[src/rtl/mux4_rr_arbiter_pkg.sv]
// Shared constants for the round-robin mux arbiter.
// State encoding, requester count and a one-hot helper.
package mux4_rr_arbiter_pkg;

    localparam int NREQ = 4;

    localparam logic ST_IDLE  = 1'b0;
    localparam logic ST_GRANT = 1'b1;

    function automatic logic [3:0] onehot4(input logic [1:0] idx);
        return 4'b0001 << idx;
    endfunction

endpackage

[src/rtl/mux4_rr_pick.sv]
// Rotate-priority picker: first set req bit starting at ptr, wrapping mod 4.
// Combinational only; any is low when no request is pending.
module mux4_rr_pick
    import mux4_rr_arbiter_pkg::*;
(
    input  logic [3:0] req,
    input  logic [1:0] ptr,
    output logic [1:0] pick,
    output logic       any
);

    // Scan from the farthest offset down so the nearest hit wins.
    always_comb begin
        pick = ptr;
        any  = 1'b0;
        for (int i = NREQ - 1; i >= 0; i--) begin
            if (req[ptr + 2'(i)]) begin
                pick = ptr + 2'(i);
                any  = 1'b1;
            end
        end
    end

endmodule

[src/rtl/mux4to1_case.sv]
// Single-bit 4:1 multiplexer shared by the arbitrated requesters.
// Purely combinational; select is supplied by the arbiter.
module mux4to1_case (
    input  logic       in0,
    input  logic       in1,
    input  logic       in2,
    input  logic       in3,
    input  logic [1:0] sel,
    output logic       out
);

    always_comb begin
        case (sel)
            2'd0:    out = in0;
            2'd1:    out = in1;
            2'd2:    out = in2;
            default: out = in3;
        endcase
    end

endmodule

[src/rtl/mux4_rr_arbiter.sv]
// Round-robin arbiter with hold-time limit driving a shared 4:1 mux.
// Grant, select and timeout are registered; out is in[sel] gated by valid.
module mux4_rr_arbiter
    import mux4_rr_arbiter_pkg::*;
#(
    parameter int HOLD_MAX = 15,
    parameter int CNT_W    = 4
) (
    input  logic       clk,
    input  logic       rst_n,
    input  logic [3:0] req,
    input  logic [3:0] rel,
    input  logic [3:0] in,
    output logic [3:0] gnt,
    output logic [1:0] sel,
    output logic       valid,
    output logic       out,
    output logic       timeout
);

    localparam logic [CNT_W-1:0] HOLD_LIM = CNT_W'(HOLD_MAX);
    localparam logic [CNT_W-1:0] HOLD_SAT = '1;

    logic             state_q, state_d;
    logic [1:0]       ptr_q, ptr_d;
    logic [1:0]       sel_q, sel_d;
    logic [3:0]       gnt_q, gnt_d;
    logic [CNT_W-1:0] hold_q, hold_d;
    logic             timeout_q, timeout_d;

    logic [1:0] pick;
    logic       any;
    logic       own_rel;
    logic       own_drop;
    logic       at_limit;
    logic       mux_y;

    mux4_rr_pick u_pick (
        .req  (req),
        .ptr  (ptr_q),
        .pick (pick),
        .any  (any)
    );

    assign own_rel  = rel[sel_q];
    assign own_drop = ~req[sel_q];
    assign at_limit = (HOLD_MAX != 0) && (hold_q == HOLD_LIM);

    always_comb begin
        state_d   = state_q;
        ptr_d     = ptr_q;
        sel_d     = sel_q;
        gnt_d     = gnt_q;
        hold_d    = hold_q;
        timeout_d = 1'b0;
        case (state_q)
            ST_IDLE: begin
                if (any) begin
                    state_d = ST_GRANT;
                    gnt_d   = onehot4(pick);
                    sel_d   = pick;
                    hold_d  = CNT_W'(1);
                end
            end
            default: begin
                if (own_rel || own_drop || at_limit) begin
                    state_d   = ST_IDLE;
                    gnt_d     = '0;
                    ptr_d     = sel_q + 2'd1;
                    // A voluntary release in the same cycle masks the timeout.
                    timeout_d = at_limit && !own_rel && !own_drop;
                end else if (hold_q != HOLD_SAT) begin
                    hold_d = hold_q + CNT_W'(1);
                end
            end
        endcase
    end

    always_ff @(posedge clk or negedge rst_n) begin
        if (!rst_n) begin
            state_q   <= ST_IDLE;
            ptr_q     <= 2'd0;
            sel_q     <= 2'd0;
            gnt_q     <= 4'd0;
            hold_q    <= '0;
            timeout_q <= 1'b0;
        end else begin
            state_q   <= state_d;
            ptr_q     <= ptr_d;
            sel_q     <= sel_d;
            gnt_q     <= gnt_d;
            hold_q    <= hold_d;
            timeout_q <= timeout_d;
        end
    end

    mux4to1_case u_mux (
        .in0 (in[0]),
        .in1 (in[1]),
        .in2 (in[2]),
        .in3 (in[3]),
        .sel (sel_q),
        .out (mux_y)
    );

    assign gnt     = gnt_q;
    assign sel     = sel_q;
    assign valid   = (state_q == ST_GRANT);
    assign out     = valid & mux_y;
    assign timeout = timeout_q;

endmodule

[config.mk]
export PLATFORM = sky130hd
export DESIGN_NAME = mux4_rr_arbiter
export DESIGN_NICKNAME = d
export VERILOG_FILES = /design/src/rtl/mux4_rr_arbiter_pkg.sv /design/src/rtl/mux4_rr_pick.sv /design/src/rtl/mux4to1_case.sv /design/src/rtl/mux4_rr_arbiter.sv
export SDC_FILE = /design/constraint.sdc
export NUM_CORES = 1
export LEC_CHECK = 0
export ABC_AREA = 1
export BUFFER_PORTS_ARGS = -buffer_cell sky130_fd_sc_hd__buf_2
export CAP_MARGIN = 40
export CORE_MARGIN = 4
export CORE_UTILIZATION = 27
export CTS_CLUSTER_DIAMETER = 50
export CTS_CLUSTER_SIZE = 20
export DETAILED_ROUTE_END_ITERATION = 6
export HOLD_SLACK_MARGIN = 0.02
export MAX_ROUTING_LAYER = met4
export SLEW_MARGIN = 20
export SYNTH_ARGS = -nofsm -noshare
export SYNTH_HDL_FRONTEND = slang
export SYNTH_SLANG_ARGS = --single-unit
[constraint.sdc]
create_clock -name clk -period 2.3 [get_ports clk]
set_clock_uncertainty 0.2 [all_clocks]
set_input_delay 0.23 -clock clk [delete_from_list [all_inputs] [get_ports clk]]
set_output_delay 0.23 -clock clk [all_outputs]
set_load 0.03 [all_outputs]
# Word-level counts from Yosys, hierarchy flattened
# Index checks and enable logic that the tools add are counted.
# totals
register_bits	14
in_bits	14
# classes
add_sub_neg	5
magnitude_cmp	5
eq_ne	7
shift	1
n_mux	33
n_bitwise	3
n_reduce_logical	11
# ops
cell	n
4-bit two-way mux	7
2-bit by 3-bit less-than comparator with 1-bit output, second input constant	5
1-bit two-way mux	15
1-bit binary-select mux with 2-bit select	6
2-bit two-way mux	4
2-bit AND reduction	3
2-bit by 1-bit adder with 2-bit output, second input constant	2
2-bit adder, second input constant	2
4-bit by 1-bit adder with 4-bit output, second input constant	1
4-bit equality test, second input constant	1
2-bit by 1-bit inequality test with 1-bit output, second input constant	2
4-bit inequality test, second input constant	1
1-bit by 2-bit << shifter with 4-bit output, first input constant	1
1-bit case mux with 3 select lines	1
3-bit AND reduction	1
2-bit by 1-bit equality test with 1-bit output, second input constant	1
2-bit equality test, second input constant	1
1-bit logical AND	2
2-bit logical NOT	1
1-bit logical OR	2
2-bit inequality test, second input constant	1
1-bit NOT	2
2-bit nonzero test	1
1-bit bitwise AND	1
1-bit logical NOT	1

# Logic depth before layout (Yosys ltp)
# Gate-level depths: netlist of the first run.
# depth
word_depth	10
depth_mapped	12
mapped_depth_nobuf	12

# By module
# From an unflattened synthesis of the first run, not the netlist that was laid out.
# unflattened
hier_cells	168
hier_area_um2	1099.8
# modules_own_cells
mod	n_inst	cells_per_inst	area_each_um2	seq_area_each_um2
mux4_rr_arbiter	1	102	814.5	350.3
mux4_rr_pick	1	53	234.0	0.0
mux4to1_case	1	13	51.3	0.0

# Worst setup path after synthesis of the first run
# OpenSTA, ideal clock, no wires.
# synth_path
kind	register to output
from	register sel_q[0], in the netlist sel[0]
to	output out
arrival_ns	1.464
required_ns	1.870
slack_ns	0.406
path_stages_with_launch	5
n_path_buf	0
cell_sequence	dfrtp_1 -> inv_1 -> ha_1 -> nand2_1 -> a31oi_1
# synth_via
elab_chain_len	3
word_cells_on_any_way	5
# synth_rtl
item	line	text
from (decl)	mux4_rr_arbiter.sv:26	logic [1:0] sel_q, sel_d;
from (signal assigned)	mux4_rr_arbiter.sv:90	sel_q <= sel_d;
2-bit equality test (tied with other cells)	mux4to1_case.sv:13	case (sel)
1-bit case mux with 3 select lines *	mux4to1_case.sv:13	
1-bit bitwise AND *	mux4_rr_arbiter.sv:109	assign out = valid & mux_y;
to (decl)	mux4_rr_arbiter.sv:17	output logic out,
# Every way passes the cells marked *; elsewhere a longest branch is shown, timed or not.

# Worst setup path after layout of the first run
# layout_path
from	register ptr_q[0]
to	register hold_q[0]
# layout_via
elab_chain_len	9
word_cells_on_any_way	17
# layout_rtl
item	line	text
from (decl)	mux4_rr_arbiter.sv:25	logic [1:0] ptr_q, ptr_d;
from (signal assigned)	mux4_rr_arbiter.sv:89	ptr_q <= ptr_d;
2-bit adder	mux4_rr_pick.sv:17	if (req[ptr + 2'(i)]) begin
1-bit binary-select mux with 2-bit select	mux4_rr_pick.sv:17	
1-bit two-way mux (not written as such)	mux4_rr_pick.sv:17	
1-bit two-way mux (3 in a row)	mux4_rr_pick.sv:17	
1-bit two-way mux *	mux4_rr_pick.sv:17	
2-bit nonzero test (no source line) *	n/a	
3-bit AND reduction (no source line) *	n/a	
to (signal assigned)	mux4_rr_arbiter.sv:92	hold_q <= hold_d;
to (decl)	mux4_rr_arbiter.sv:28	logic [CNT_W-1:0] hold_q, hold_d;
# Every way passes the cells marked *; elsewhere a longest branch is shown, timed or not. The select of a mux whose other input is x is not followed.
# A chain may end at the register's enable or synchronous reset.

==> results.yml, run 1 <==
outcome:
  status: "finished, final reports clean"
cells_and_area:
  finalNetCount: 184
  diodes: 0
  multiInputGateArea_sq_um: 581
  drive_above_1_share: 0.305
  syn_to_final_growth_pct: 21.5
  final_common_cell: "nand2_1"
  layout_common_cells: "nand2_1 (46), buf_2 (22), nand3_1 (16), nand2_2 (15), dfrtp_1 (14)"
  fillCellCount: 392
  ff_latch_area_sq_um: 350
synth:
  yosys_warnings: 0
  synth_area_sq_mm: 0.00101
  ys_seq_area_frac: 0.348
  ys_types: 23
  synth-simple-area-share: 0.399
  synth.avg_cell_area_sq_um: 7.25
  synth-seq-cells: 14
  synth_top_family_by_area: "simple AND/OR/NAND/NOR gates"
  synth_compound_gate_area_share: 0.0981
  syn_nets: 158
  synth-xor-area-share: 0.0174
  synth_adder_area_share: 0.0621
  syn_inst: 139
  synthMuxAreaShare: 0
global_route:
  antenna_found_initial: 0
  grt_overflow: 0
  grt_pass1_wl_um: 3840
  track_usage: 0.0984
  first_global_vias: 851
  grt_max_degree: 15
worst_hold_path:
  min_path_cells: 4
  hold_end: "timeout$_DFF_PN0_"
  hp-start: "rel[0]"
  hold_class: "input port to register"
clock_network:
  clockRootBuffer: "clkbuf_8"
  ctsHoldBuffers: 1
  cts.path.max_buffers: 2
  clock_sinks: 14
  cts_htree_levels: 1
  cts_setup_buffers: 0
  clock_latency_ns: 0.24
  cts_tree: "done"
  cts_resized: 0
  path_clk_slew_ns: 0.06
  numCtsBuffers: 3
floorplan:
  die_x_um: 69.1
  fp.dieArea_sq_mm: 0.00477
  start_util: 0.290
  core-area_sq_mm: 0.00347
  num_rows: 21
  io_pins: 23
  die_h_um: 69.1
placement:
  port_buffers: 22
  hpwl_um: 1750
  place_congestion: 0.782
drt:
  dr_total_vias: 936
  wl_met2_um: 817
  viasPerCell: 4.46
  top_layer: "met4"
  drt-initial-drc-count: 44
  drcViolationCount: 0
  dr_wl_met3_um: 163
  routedLengthMet1_um: 1210
  drt-wirelength-per-cell_um: 10.5
  detailedRoute.firstPassIterationCount: 4
  wl_um: 2200
  antenna_left: 0
worst_setup_path:
  slowest_delay_ns: 0.62
  path_cells: "inv_2 > nand2_2 > nand2_2 > nand2_1 > nand2_2 > nor2_4 > nand3_1 > nand2_2 > inv_2 > nand2_1 > nand2_1"
  critical_path.slowest_cell: "dfrtp_1"
  rr_worst_depth: 11
  arrival_ns: 1.91
  startpoint_type: "register"
  worstSetupPathType: "register to register"
  critical_path.max_fanout: 13
  crit_top_cell: "nand2_2"
  worstPathRequired_ns: 2.23
  crit_path_end_kind: "register"
  r2r_slack_ns: 0.32
  r2r_end: "hold_q[0]$_DFFE_PN0P_"
  r2r_start: "ptr_q[0]$_DFFE_PN0P_"
sta:
  worst_pin_slew_ns: 0.459
  fin_setup_tns_ns: 0
  fmax_mhz: 505
  relSlewSlack: 0.694
  hold_violations: 0
  fin_hold_ws_ns: 0.164
  finalCritPeriodShare: 0.861
  slew_viol_final: 0
  post-route-min-period_ns: 1.98
  setup_viol: 0
  grt_setup_unrepaired: "no"
flow_run:
  max_cap_violations: 0
power_and_ir_drop:
  cellLeakagePower_nw: 0.668
  power.density_mw_per_mm2: 1540
  ir_drop_uv: 607
## cells by family after synthesis
family / count (synthesis)
flops: 14
compound gates: 15
xor+xnor: 2
simple gates: 85
buf+inv: 18
fa+ha+maj: 5
## per-stage QoR
stage / util / std cells / instance area, sq um / setup WS [ns] / power (mW)
floorplan: - / 139 / 1010 / 0.406 / 1.43
global placement: 0.334 / 205 / 1160 / 0.342 / 1.66
detailed placement: 0.334 / 205 / 1160 / 0.331 / 1.66
CTS: 0.353 / 210 / 1220 / 0.305 / 1.91
global route: 0.353 / 210 / 1220 / 0.179 / 2.08
finish: 0.353 / 210 / 1220 / 0.319 / 1.89
## Yosys cell counts (all sizes together)
| cell type | instances | share of area |
|---|---|---|
| buf | 2 | 0.016 |
| a31oi | 1 | 0.0062 |
| or2 | 1 | 0.0062 |
| xor2 | 2 | 0.017 |
| nand4 | 3 | 0.025 |
| nand2 | 61 | 0.26 |
| nand3 | 16 | 0.080 |
| a21oi | 4 | 0.031 |
| nor3 | 1 | 0.0050 |
| ha | 5 | 0.062 |
| inv | 16 | 0.060 |
| nor2 | 3 | 0.019 |
| o221ai | 2 | 0.017 |
| o21ai | 8 | 0.043 |
| dfrtp | 14 | 0.35 |
## layout make-up
| type | instances | share of cell area |
|---|---|---|
| clock buffer | 4 | 0.0450 |
| inverter | 16 | 0.0491 |
| tap | 46 | 0.0470 |
| sequential | 14 | 0.286 |
| timing repair buffer | 23 | 0.0982 |
| multi-input combinational | 107 | 0.474 |
## worst max-delay path, delay by kind of cell, from the launching register on
kind / cells / cell delay, ns
buf+inv: 2 / 0.21
simple gates: 9 / 0.84
flops: 1 / 0.62
## where the power goes
part / leakage [nW] / switching [mW] / internal (mW) / total (mW)
Sequential: 0.177 / 0.142 / 0.347 / 0.489
Clock: 0.0288 / 0.0842 / 0.151 / 0.236
Combinational: 0.462 / 0.777 / 0.385 / 1.16
## how the worst max path moves through the flow
stage / start / endpoint / slack (ns) / cells past startpoint
6_report: ptr_q[0]$_DFFE_PN0P_ / hold_q[0]$_DFFE_PN0P_ / 0.32 / 11
5_1_grt: ptr_q[0]$_DFFE_PN0P_ / hold_q[0]$_DFFE_PN0P_ / 0.18 / 11
4_1_cts: ptr_q[0]$_DFFE_PN0P_ / hold_q[0]$_DFFE_PN0P_ / 0.31 / 11
3_5_place_dp: ptr_q[0]$_DFFE_PN0P_ / hold_q[0]$_DFFE_PN0P_ / 0.33 / 11
3_3_place_gp: ptr_q[0]$_DFFE_PN0P_ / hold_q[0]$_DFFE_PN0P_ / 0.34 / 11
2_1_floorplan: sel[0]$_DFFE_PN0P_ / out / 0.41 / 4
## layer usage
layer	track usage	vias to the layer above
li1	-	495
met1	0.141	412
met2	0.129	27
met3	0.0392	2
met4	0.0195	0
met5	-	-
## flip-flops by register name (all words and copies together), names as in the netlist
signal and count:
ptr_q 2, valid 1, sel 2, gnt 4, hold_q 4, timeout 1
Power figures use the tool's default switching activity.
==> inputs of run 2 (changes only) <==
--- a/config.mk
+++ b/config.mk
@@ -8,13 +8,14 @@
 export ABC_AREA = 1
 export BUFFER_PORTS_ARGS = -buffer_cell sky130_fd_sc_hd__buf_2
 export CAP_MARGIN = 40
-export CORE_MARGIN = 4
+export CORE_MARGIN = 3
 export CORE_UTILIZATION = 27
 export CTS_CLUSTER_DIAMETER = 50
 export CTS_CLUSTER_SIZE = 20
 export DETAILED_ROUTE_END_ITERATION = 6
 export HOLD_SLACK_MARGIN = 0.02
 export MAX_ROUTING_LAYER = met4
+export REMOVE_ABC_BUFFERS = 1
 export SLEW_MARGIN = 20
 export SYNTH_ARGS = -nofsm -noshare
 export SYNTH_HDL_FRONTEND = slang
==> results.yml, run 2 (synthesis gave the netlist of run 1 again) <==
sta:
  fin_setup_tns_ns: 0
  finalCritPeriodShare: 0.866
  relSlewSlack: 0.687
  slew_viol_final: 0
  fin_ws_ns: 0.309
  worst_pin_slew_ns: 0.469
  hold_violations: 0
  post-route-min-period_ns: 1.99
  grt_setup_unrepaired: "no"
  fmax_mhz: 502
  setup_viol: 0
drt:
  routedLengthMet1_um: 1160
  viasPerCell: 4.33
  dr_wl_met3_um: 71
  antenna_left: 0
  top_layer: "met4"
  detailedRoute.firstPassIterationCount: 4
  wl_um: 2280
  dr_total_vias: 909
  drt-wirelength-per-cell_um: 10.8
  wl_met2_um: 1020
  drt-initial-drc-count: 54
  drcViolationCount: 0
clock_network:
  path_clk_slew_ns: 0.06
  clock_sinks: 14
  clock_latency_ns: 0.24
  clockRootBuffer: "clkbuf_8"
  numCtsBuffers: 3
  cts.path.max_buffers: 2
  cts_resized: 0
  cts_setup_buffers: 0
  cts_tree: "done"
  ctsHoldBuffers: 1
  cts_htree_levels: 1
power_and_ir_drop:
  power.internal_uw: 886
  power.density_mw_per_mm2: 1550
  p_sw_mw: 1.01
  seqPwrFrac: 0.259
  p_sw_frac: 0.533
  cellLeakagePower_nw: 0.668
  pwr-share-comb: 0.615
  clkPwrFrac: 0.126
  ir_drop_uv: 684
global_route:
  first_global_vias: 928
  grt_pass1_wl_um: 4140
  antenna_found_initial: 0
  grt_overflow: 0
  grt_max_degree: 15
  track_usage: 0.123
cells_and_area:
  layout_common_cells: "nand2_1 (46), buf_2 (22), nand3_1 (16), nand2_2 (15), dfrtp_1 (14)"
  diodes: 0
  syn_to_final_growth_pct: 21.5
  final_common_cell: "nand2_1"
  drive_above_1_share: 0.305
  finalNetCount: 184
  final_util: 0.353
flow_run:
  max_cap_violations: 0
placement:
  port_buffers: 22
  dp_worst_setup_slack_ns: 0.304
  place_congestion: 0.835
  hpwl_um: 1860
worst_hold_path:
  hold_class: "input port to register"
floorplan:
  start_util: 0.290
  fp.dieArea_sq_mm: 0.00450
  io_pins: 23
  core-area_sq_mm: 0.00347
  die_x_um: 67.1
  num_rows: 21
  die_h_um: 67.1
worst_setup_path:
  startpoint_type: "register"
  critical_path.max_fanout: 13
  arrival_ns: 1.92
  worstSetupPathType: "register to register"
  worstPathRequired_ns: 2.23
  crit_path_end_kind: "register"
outcome:
  status: "finished, final reports clean"
-- run 2: power groups by stage --
stage          Sequential, mW  Combinational, mW  Clock, mW
3_3_place_gp            0.495               1.18          0
2_1_floorplan           0.552              0.846          0
4_1_cts                 0.494               1.19      0.244
3_5_place_dp            0.500               1.18          0
6_report                0.491               1.17      0.240
5_1_grt                 0.515               1.36      0.255
-- run 2: path summary, 6_finish.rpt --
check	from	endpoint	slack, ns	cells past startpoint
worst max-delay path	ptr_q[0]$_DFFE_PN0P_	hold_q[0]$_DFFE_PN0P_	0.31	11
worst min-delay path	rel[0]	timeout$_DFF_PN0_	0.17	4
worst max register to register	ptr_q[0]$_DFFE_PN0P_	hold_q[0]$_DFFE_PN0P_	0.31	11
worst min register to register	hold_q[1]$_DFFE_PN0P_	hold_q[1]$_DFFE_PN0P_	0.31	2
max in group asynchronous	rst_n	ptr_q[1]$_DFFE_PN0P_	1.45	2
min in group asynchronous	rst_n	hold_q[1]$_DFFE_PN0P_	0.21	2
-- run 2: stage by stage --
stage / hold WS (ns) / instance area [sq um] / cells / total power [mW]
floorplan: -0.266 / 991 / 137 / 1.40
global placement: -0.0554 / 1160 / 205 / 1.68
detailed placement: -0.0548 / 1160 / 205 / 1.68
CTS: 0.172 / 1220 / 210 / 1.93
global route: 0.210 / 1220 / 210 / 2.13
finish: 0.167 / 1220 / 210 / 1.90
-- run 2: area by class of cell --
type                    instances  area [sq um]
multi-input cells             107           581
inverters                      16          60.1
clock buffers                   4          55.1
repair buffers                 23           120
flip-flops and latches         14           350
fillers                       387          2240
well taps                      46          57.6
-- run 2: per-layer routing --
layer | vias to the layer above | GRT usage
li1 | 498 | -
met1 | 394 | 0.161
met2 | 15 | 0.190
met3 | 2 | 0.0236
met4 | 0 | 0.0405
met5 | - | -
-- run 2: worst max-delay path, cell delays in order (launching register included) --
cell and delay, ns:
dfrtp_1 0.63, inv_2 0.17, nand2_1 0.11, nand2_2 0.07, nand2_2 0.09, nand2_2 0.08, nor2_4 0.15, nand3_1 0.10
nand2_2 0.14, inv_2 0.05, nand2_1 0.05, nand2_1 0.05
==> inputs of run 3 (changes only) <==
--- a/config.mk
+++ b/config.mk
@@ -15,6 +15,7 @@
 export DETAILED_ROUTE_END_ITERATION = 6
 export HOLD_SLACK_MARGIN = 0.02
 export MAX_ROUTING_LAYER = met4
+export RECOVER_POWER = 100
 export REMOVE_ABC_BUFFERS = 1
 export SLEW_MARGIN = 20
 export SYNTH_ARGS = -nofsm -noshare
==> results.yml, run 3 (synthesis gave the netlist of run 1 again) <==
global_route:
  grt_util_met2: 0.190
  gr-usage-met1: 0.161
  grt_pass1_wl_um: 4140
  grt_overflow: 0
  grt_max_degree: 15
  grt_busiest_layer: "met2"
  grtUsageMet3: 0.0236
  track_usage: 0.123
  antenna_found_initial: 0
  first_global_vias: 928
drt:
  drt-wirelength-per-cell_um: 10.9
  antenna_left: 0
  wl_um: 2280
  detailedRoute.firstPassIterationCount: 4
  dr_total_vias: 907
  drcViolationCount: 0
  drt-initial-drc-count: 52
  viasPerCell: 4.32
worst_setup_path:
  r2r_slack_ns: 0.30
  crit_path_end_kind: "register"
  critical_path.max_fanout: 13
  r2r_start: "ptr_q[0]$_DFFE_PN0P_"
  startpoint_type: "register"
  r2r_end: "hold_q[0]$_DFFE_PN0P_"
  crit_start: "ptr_q[0]$_DFFE_PN0P_"
  crit_end: "hold_q[0]$_DFFE_PN0P_"
  rr_worst_depth: 11
  worstPathRequired_ns: 2.23
  worstSetupPathType: "register to register"
  arrival_ns: 1.93
placement:
  place_congestion: 0.835
  hpwl_um: 1860
  port_buffers: 22
  dp_worst_setup_slack_ns: 0.304
cells_and_area:
  layout_common_cells: "nand2_1 (49), nand3_1 (16), dfrtp_1 (14), inv_1 (13)"
  syn_to_final_growth_pct: 19.5
  final_common_cell: "nand2_1"
  fillCellCount: 390
  finalNetCount: 184
  diodes: 0
  drive_above_1_share: 0.220
clock_network:
  cts_htree_levels: 1
  cts_resized: 0
  path_clk_slew_ns: 0.06
  cts.path.max_buffers: 2
  clockRootBuffer: "clkbuf_8"
  numCtsBuffers: 3
  clock_latency_ns: 0.24
  cts_tree: "done"
  clock_sinks: 14
power_and_ir_drop:
  cellLeakagePower_nw: 0.633
  clkPwrFrac: 0.128
  power.internal_uw: 862
  p_sw_mw: 1.00
  ir_drop_uv: 678
  seqPwrFrac: 0.263
  p_sw_frac: 0.537
  power.density_mw_per_mm2: 1550
  pwr-share-comb: 0.608
sta:
  fin_setup_tns_ns: 0
  finalCritPeriodShare: 0.870
  grt_setup_unrepaired: "no"
  post-route-min-period_ns: 2.00
  hold_violations: 0
  setup_viol: 0
  relSlewSlack: 0.487
  worst_pin_slew_ns: 0.769
  fmax_mhz: 500
  slew_viol_final: 0
  fin_ws_ns: 0.299
floorplan:
  num_rows: 21
  core-area_sq_mm: 0.00347
  die_h_um: 67.1
  io_pins: 23
  die_x_um: 67.1
  fp.dieArea_sq_mm: 0.00450
  start_util: 0.290
worst_hold_path:
  hold_class: "input port to register"
flow_run:
  max_cap_violations: 0
outcome:
  status: "finished, final reports clean"
-- run 3: routing by layer --
metal / vias up / routed length, um
li1: 498 / -
met1: 392 / 1160
met2: 15 / 1020
met3: 2 / 82
met4: 0 / 17
met5: - / 0
-- run 3: area by class of cell --
cell class                      count  area [sq um]  area share
Tap cell                           46          57.6      0.0478
Multi-Input combinational cell    107           573       0.476
Inverter                           16          60.1      0.0499
Clock buffer                        4          55.1      0.0457
Sequential cell                    14           350       0.291
Timing Repair Buffer               23           108      0.0894
-- run 3: per-stage QoR --
stage                      util  hold WS [ns]  std cells  power [mW]  area [sq um]
after floorplan               -        -0.266        137        1.40           991
after global placement    0.334       -0.0554        205        1.68          1160
after detailed placement  0.334       -0.0548        205        1.68          1160
after CTS                 0.353         0.172        210        1.93          1220
after global routing      0.347         0.210        210        2.09          1200
final                     0.347         0.167        210        1.86          1200
-- run 3: power groups by stage --
stage / Combinational [mW] / Sequential, mW / Clock, mW
after floorplan: 0.846 / 0.552 / 0
after global placement: 1.18 / 0.495 / 0
after detailed placement: 1.18 / 0.500 / 0
after CTS: 1.19 / 0.494 / 0.244
after global routing: 1.32 / 0.515 / 0.255
final: 1.13 / 0.490 / 0.239
-- run 3: how the worst min path moves through the flow --
stage,cells after the start,startpoint,endpoint
2_1_floorplan,0,rst_n,gnt[0]$_DFFE_PN0P_
3_3_place_gp,1,rst_n,gnt[1]$_DFFE_PN0P_
3_5_place_dp,1,rst_n,gnt[3]$_DFFE_PN0P_
4_1_cts,4,rel[0],timeout$_DFF_PN0_
5_1_grt,4,rel[0],timeout$_DFF_PN0_
6_report,4,rel[0],timeout$_DFF_PN0_
-- run 3: critical path, cell delays in order, from the launching register on --
cell	delay, ns
dfrtp_1	0.63
inv_2	0.16
nand2_1	0.12
nand2_2	0.07
nand2_1	0.10
nand2_2	0.08
nor2_4	0.15
nand3_1	0.10
nand2_2	0.14
inv_2	0.05
nand2_1	0.05
nand2_1	0.05
-- run 3: timing repair --
item | 4_1_cts | 5_1_grt
setup endpoints to repair | 0 | 0
buffers inserted | 0 | 0
endpoints found under the hold margin | 14 | 0
hold buffers | 1 | 0
